**config.mk**
```make
export PLATFORM = sky130hd
export DESIGN_NAME = pipe_ctl_fsm
export DESIGN_NICKNAME = d
export VERILOG_FILES = /design/src/rtl/pipe_ctl_fsm.sv
export SDC_FILE = /design/constraint.sdc
export NUM_CORES = 1
export LEC_CHECK = 0
export CAP_MARGIN = 20
export CORE_AREA = 4 4 54 56
export CTS_BUF_LIST = sky130_fd_sc_hd__clkbuf_8
export CTS_CLUSTER_DIAMETER = 50
export DETAILED_ROUTE_END_ITERATION = 10
export DIE_AREA = 0 0 58 60
export PLACE_DENSITY_LB_ADDON = 0.08
export SLEW_MARGIN = 25
export SYNTH_ARGS = -nofsm -noshare
export SYNTH_HDL_FRONTEND = slang
export SYNTH_SLANG_ARGS = --single-unit
```
**constraint.sdc**
```tcl
create_clock -name clk -period 2.7 [get_ports clk]
set_input_delay 0.54 -clock clk [delete_from_list [all_inputs] [get_ports clk]]
set_output_delay 0.54 -clock clk [all_outputs]
set_load 0.02 [all_outputs]
```
**src/rtl/pipe_ctl_fsm.sv**
```systemverilog
// Pipeline control FSM: decodes id_cmd into stall/flush/PC-select controls,
// with sized multicycle stalls and prioritised, maskable interrupts.
module pipe_ctl_fsm #(
    parameter int MUL_CYCLES = 33,
    parameter int DIV_CYCLES = 36,
    parameter int LD_STALL   = 1,
    parameter int NUM_IRQ    = 4
) (
    input  logic               clk,
    input  logic               rst,
    input  logic               pause,
    input  logic [2:0]         id_cmd,
    input  logic               md_done,
    input  logic [NUM_IRQ-1:0] irq,
    input  logic [NUM_IRQ-1:0] irq_mask,
    output logic               iack,
    output logic [3:0]         irq_id,
    output logic               busy,
    output logic               zz_is_nop,
    output logic               id2ra_ins_clr,
    output logic               id2ra_ins_cls,
    output logic               id2ra_ctl_clr,
    output logic               id2ra_ctl_cls,
    output logic               ra2exec_ctl_clr,
    output logic [3:0]         pc_prectl
);

    localparam logic [3:0] PC_IGN = 4'b0001;
    localparam logic [3:0] PC_KEP = 4'b0010;
    localparam logic [3:0] PC_IRQ = 4'b0100;
    localparam logic [3:0] PC_RST = 4'b1000;

    localparam int MAX_MD = (MUL_CYCLES > DIV_CYCLES) ? MUL_CYCLES : DIV_CYCLES;
    localparam int MAX_N  = (MAX_MD > LD_STALL) ? MAX_MD : LD_STALL;
    localparam int CW     = $clog2(MAX_N + 1);

    localparam logic [CW-1:0] MUL_LAST = CW'(MUL_CYCLES - 1);
    localparam logic [CW-1:0] DIV_LAST = CW'(DIV_CYCLES - 1);
    localparam logic [CW-1:0] LD_LAST  = CW'(LD_STALL - 1);

    typedef enum logic [3:0] {
        S_RST, S_IDLE, S_NOI, S_CUR, S_MUL, S_DIV, S_LD, S_IRQ, S_RET
    } state_t;

    state_t             state, state_nx;
    logic [CW-1:0]      cnt, cnt_nx;
    logic               iack_nx;
    logic [3:0]         irq_id_nx;
    logic [3:0]         pend_id;
    logic [NUM_IRQ-1:0] pend;

    assign pend = irq & irq_mask;

    // Scan downwards so the lowest pending index wins.
    always_comb begin
        pend_id = '0;
        for (int i = NUM_IRQ - 1; i >= 0; i--) begin
            if (pend[i]) pend_id = 4'(i);
        end
    end

    always_ff @(posedge clk) begin
        if (rst) begin
            state  <= S_RST;
            cnt    <= '0;
            iack   <= 1'b0;
            irq_id <= 4'd0;
        end else if (!pause) begin
            state  <= state_nx;
            cnt    <= cnt_nx;
            iack   <= iack_nx;
            irq_id <= irq_id_nx;
        end
    end

    always_comb begin
        state_nx  = state;
        cnt_nx    = cnt;
        iack_nx   = iack;
        irq_id_nx = irq_id;
        unique case (state)
            S_RST: begin
                state_nx = S_IDLE;
                cnt_nx   = '0;
            end
            S_IDLE, S_NOI: begin
                cnt_nx = '0;
                if ((|pend) && !iack) begin
                    state_nx  = S_IRQ;
                    irq_id_nx = pend_id;
                end else begin
                    unique case (id_cmd)
                        3'd1:    state_nx = S_CUR;
                        3'd2:    state_nx = S_MUL;
                        3'd3:    state_nx = S_LD;
                        3'd4:    state_nx = S_RET;
                        3'd5:    state_nx = S_DIV;
                        default: state_nx = S_NOI;
                    endcase
                end
            end
            S_CUR: state_nx = S_NOI;
            S_IRQ: begin
                state_nx = S_IDLE;
                iack_nx  = 1'b1;
            end
            S_RET: begin
                state_nx = S_IDLE;
                iack_nx  = 1'b0;
            end
            S_MUL: begin
                if (md_done || cnt == MUL_LAST) begin
                    state_nx = S_IDLE;
                    cnt_nx   = '0;
                end else begin
                    cnt_nx = cnt + 1'b1;
                end
            end
            S_DIV: begin
                if (md_done || cnt == DIV_LAST) begin
                    state_nx = S_IDLE;
                    cnt_nx   = '0;
                end else begin
                    cnt_nx = cnt + 1'b1;
                end
            end
            S_LD: begin
                if (cnt == LD_LAST) begin
                    state_nx = S_IDLE;
                    cnt_nx   = '0;
                end else begin
                    cnt_nx = cnt + 1'b1;
                end
            end
            default: state_nx = S_RST;
        endcase
    end

    // Moore output decode.
    always_comb begin
        id2ra_ins_clr   = 1'b0;
        id2ra_ins_cls   = 1'b0;
        id2ra_ctl_clr   = 1'b0;
        id2ra_ctl_cls   = 1'b0;
        ra2exec_ctl_clr = 1'b0;
        pc_prectl       = PC_IGN;
        zz_is_nop       = 1'b0;
        busy            = 1'b0;
        unique case (state)
            S_RST: begin
                id2ra_ins_clr   = 1'b1;
                id2ra_ctl_clr   = 1'b1;
                ra2exec_ctl_clr = 1'b1;
                pc_prectl       = PC_RST;
                zz_is_nop       = 1'b1;
            end
            S_CUR: begin
                id2ra_ins_cls   = 1'b1;
                id2ra_ctl_cls   = 1'b1;
                ra2exec_ctl_clr = 1'b1;
                pc_prectl       = PC_KEP;
                zz_is_nop       = 1'b1;
            end
            S_MUL, S_DIV, S_LD: begin
                id2ra_ins_clr = 1'b1;
                id2ra_ctl_clr = 1'b1;
                pc_prectl     = PC_KEP;
                busy          = 1'b1;
            end
            S_IRQ: begin
                id2ra_ins_clr   = 1'b1;
                id2ra_ctl_clr   = 1'b1;
                ra2exec_ctl_clr = 1'b1;
                pc_prectl       = PC_IRQ;
            end
            default: ;
        endcase
    end

endmodule

```
# Word level (Yosys, flattened, before mapping)
# Cells that the tools add are included.
[word_totals] mem_bits_ro=0 n_memories=0 out_inout_bits=16 inputBits=15 register_bits=15 mem_bits_rw=0 latch_bits=0
[op_classes] magnitude_cmp=0 n_eq_ne=18 mux=21 multipliers=0 div_mod_pow=0 n_reduce_logical=21 add_sub_neg=1 shift=0 bitwise_logic=2
[ops] op="2-to-1 mux 4 bit" n=7
[ops] op="case mux 4 bit (6 select lines)" n=1
[ops] op="case mux 6 bit (4 select lines)" n=1
[ops] op="case mux 4 bit (5 select lines)" n=1
[ops] op="2-to-1 mux 6 bit" n=3
[ops] op="equality test 4 x 3 -> 1 bit (second input constant)" n=4
[ops] op="equality test 6 bit (second input constant)" n=2
[ops] op="case mux 4 bit (3 select lines)" n=1
[ops] op="OR reduction 3 bit" n=4
[ops] op="equality test 4 x 2 -> 1 bit (second input constant)" n=2
[ops] op="OR reduction 4 bit" n=2
[ops] op="adder 6 x 1 -> 6 bit (second input constant)" n=1
[ops] op="equality test 3 x 2 -> 1 bit (second input constant)" n=2
[ops] op="equality test 3 bit (second input constant)" n=2
[ops] op="zero test 6 bit" n=1
[ops] op="!= test 2 bit (second input constant)" n=3
[ops] op="2-to-1 mux 1 bit" n=5
[ops] op="OR reduction 5 bit" n=1
[ops] op="bitwise AND 4 bit" n=1
[ops] op="equality test 4 x 1 -> 1 bit (second input constant)" n=1
[ops] op="equality test 4 bit (second input constant)" n=1
[ops] op="zero test 4 bit" n=1
[ops] op="AND reduction 2 bit" n=2
[ops] op="AND reduction 4 bit" n=1
[ops] op="11 further kinds" n=13

# Depth between registers and ports, before layout
[logic_depth] depth_word=5 depth_mapped=6 mapped_depth_nobuf=6

# Worst setup path after synthesis
# No wires, ideal clock.
[synth_path] kind="flip-flop to output port" start="register state[1]" end="output port id2ra_ins_cls" arrival_time_ps=1533 required_ps=2160 setup_slack_ps=627 path_stages_with_launch=5 path_cell_list="dfxtp_1 -> buf_2 -> nand2b_1 -> nor3b_1 -> buf_4"
[synth_via] elab_chain_cells=2
[synth_lines] item="start, declared" line_no="45" text="state_t state, state_nx;"
[synth_lines] item="start signal, assigned" line_no="69" text="state <= state_nx;"
[synth_lines] item="equality test 4 x 2 -> 1 bit"
[synth_lines] item="2-to-1 mux 1 bit"
[synth_lines] item="end, declared" line_no="21" text="output logic id2ra_ins_cls,"
# Every way passes these cells.

# Worst setup path in the final report
[layout_path] start="register state[1]" end="output port id2ra_ctl_cls"
[layout_via] elab_chain_cells=2
[layout_lines] item="equality test 4 x 2 -> 1 bit" line_no="149" text="unique case (state)"
[layout_lines] item="2-to-1 mux 1 bit" line_no="149"
[layout_lines] item="end, declared" line_no="23" text="output logic id2ra_ctl_cls,"
# Every way passes these cells.

==> flow_summary.yaml <==
yosys:
  synth_top_area_share_pct: 24.5
  ys_seq_area_share_pct: 24.5
  synth_edf_count: 0
  syn_inst: 136
  synth_top_area_cell: "dfxtp_1"
  syn-cell-area_um2: 1060
  synthDistinctLibCells: 47
  ys.flop_type: "dfxtp_1"
  ys_ff_latch: 13
  synthArstFlopShare_pct: 0
  syn_avg_cell_area_um2: 7.81
  synthTopCellsByArea: "dfxtp_1 24%, a21oi_1 6.1%, a311oi_4 4.9%, nand2_1 4.6%, inv_1 3.9%"
  synth_warnings: 0
route:
  vias_per_cell: 5.54
  wl_per_cell_um: 13.5
  drc: 0
  num_vias: 1052
  final_antenna_net_count: 0
  first_pass_iters: 4
  routed_wl_um: 2570
  first_iter_violations: 23
clocking:
  ctsHoldBuffers: 0
  cts_root_buffer: "clkbuf_8"
  cts_tree: "done"
  clock-sinks: 13
  clk_path_buf_depth: 2
  clk_latency_ps: 240
  cts_setup_buffers: 0
  clk_pin_slew_ps: 50
  numCtsBuffers: 3
  htree_levels: 1
sta:
  setup_violations: 0
  fmax_ghz: 0.399
  hold_violations: 0
  period_minus_slack_ps: 2500
  fin_crit_sh_pct: 92.8
  finalClockSkew_ps: 4.97
  rsz0062_at_grt: "no"
  tightest_slew_ps: 510
  max_slew_margin_pct: 66.0
  setup_tns_ps: 0
  slew_viol_final: 0
min_path:
  whs_endpoint: "cnt[0]"
  hp-class: "reg -> reg"
  holdPathStages: 2
  hp-start: "cnt[0]"
grt:
  grt_max_degree: 17
  grt_pass1_vias: 913
  gr-usage-all-layers_pct: 14.6
  grt_pass1_wl_um: 4080
  grt_antenna_before_repair: 0
  grt_overflow: 0
final_layout:
  finalNetCount: 179
  layout_common_cells: "28 x clkdlybuf4s50_1, 13 x nand2_1, 13 x a21oi_1"
  layout_commonest_cell: "clkdlybuf4s50_1"
  drive_gt1_share_pct: 10.0
  finalInstanceArea_um2: 1380
  diodes: 0
  area_growth_pct: 30.3
worst_setup_path:
  critPathLaunch: "state[1]"
  critPathCaptureType: "output pin"
  reg2reg_depth: 6
  path_max_fanout: 11
  critPathKind: "reg -> out"
  crit_arrival_ps: 1960
  r2r_start: "cnt[0]"
  cp-start-kind: "flip-flop"
  required_ps: 2160
  reg2reg_slack_ps: 710
  r2r-end: "state[0]"
die:
  dieArea_um2: 3480
  ioPinCount: 31
  core_area_um2: 2430
  core.rowCount: 18
  initial_core_util_pct: 43.7
  die_h_um: 60
  dieWidth_um: 58
power_and_ir_drop:
  p_leak_nw: 0.496
  power.density_nw_per_um2: 514
  power_w: 0.000711
  peakVddDrop_v: 0.000443
place:
  dpl.hpwl_um: 2040
  place_congestion: 0.764
  place_area_um2: 1340
  io_buffers: 28
outcome:
  status: "finished, final reports clean"
flow_run:
  cap_violations: 0
[per-layer routing]
| metal | up-vias | global-route usage [%] | part of all wire [%] |
|---|---|---|---|
| met3 | 0 | 2.81 | 5.4 |
| met4 | 0 | 1.99 | 0 |
| met2 | 29 | 25.6 | 49 |
| met5 | - | 0 | 0 |
| li1 | 542 | - | - |
| met1 | 481 | 18.9 | 45 |
[timing repair]
item | 4_1_cts | 5_1_grt
endpoints found under the hold margin | 0 | 0
endpoints found under the setup margin | 0 | 1
resized for setup | 0 | 1
[synthesized netlist by cell type (3+ instances only)]
library cell,count
a21oi_1,13
buf_4,4
clkbuf_1,6
dfxtp_1,13
ha_1,3
inv_1,11
nand2_1,13
nand2b_1,5
nand3_1,3
nor2_1,8
nor3_1,5
nor3b_1,3
nor4_1,3
o211ai_1,3
o22ai_1,3
[state kept, by name, summed over array words and instances, names as in the netlist]
name    flops
cnt         6
iack        1
irq_id      2
state       4
[layout make-up]
type	instances	area, µm²
Fill cell	242	1050
Multi-Input combinational cell	101	696
Timing Repair Buffer	31	303
Sequential cell	13	262
Clock buffer	3	41.3
Inverter	11	41.3
Tap cell	30	37.5
Clock inverter	1	3.75
[power breakdown]
| part | internal [W] | switching, W |
|---|---|---|
| Sequential | 0.000203 | 0.0000266 |
| Combinational | 0.000153 | 0.000164 |
| Clock | 0.000100 | 0.0000640 |
[worst max-delay path by stage]
| stage | end | slack, ps |
|---|---|---|
| 3_5_place_dp | ra2exec_ctl_clr | 370 |
| 2_1_floorplan | id2ra_ins_cls | 630 |
| 3_3_place_gp | ra2exec_ctl_clr | 440 |
| 5_1_grt | id2ra_ctl_cls | 20 |
| 4_1_cts | ra2exec_ctl_clr | 110 |
| 6_report | id2ra_ctl_cls | 200 |
[per-stage QoR]
stage / hold WS, ps / setup WS [ps] / util [%] / cells
2_1_floorplan: 462 / 627 / - / 137
3_3_place_gp: 481 / 439 / 55.0 / 186
3_5_place_dp: 488 / 369 / 55.0 / 186
4_1_cts: 496 / 112 / 56.8 / 190
5_1_grt: 532 / 17.8 / 56.9 / 190
6_report: 494 / 196 / 56.9 / 190
[kinds of logic after synthesis]
logic type	synth area share, %
AND/OR/NAND/NOR	28.0
AO/OA/AOI/OAI	30.2
buffers and inverters	10.4
flip-flops	24.5
adder cells (fa/ha/maj)	3.53
XOR/XNOR	1.65
other	0.353
multiplexers	1.41
[critical path: stages (launching register included)]
cell and delay (ps):
dfxtp_1 530, nand2b_1 180, nor3b_1 350, clkdlybuf4s50_1 680
(Power assumes the default switching activity.)
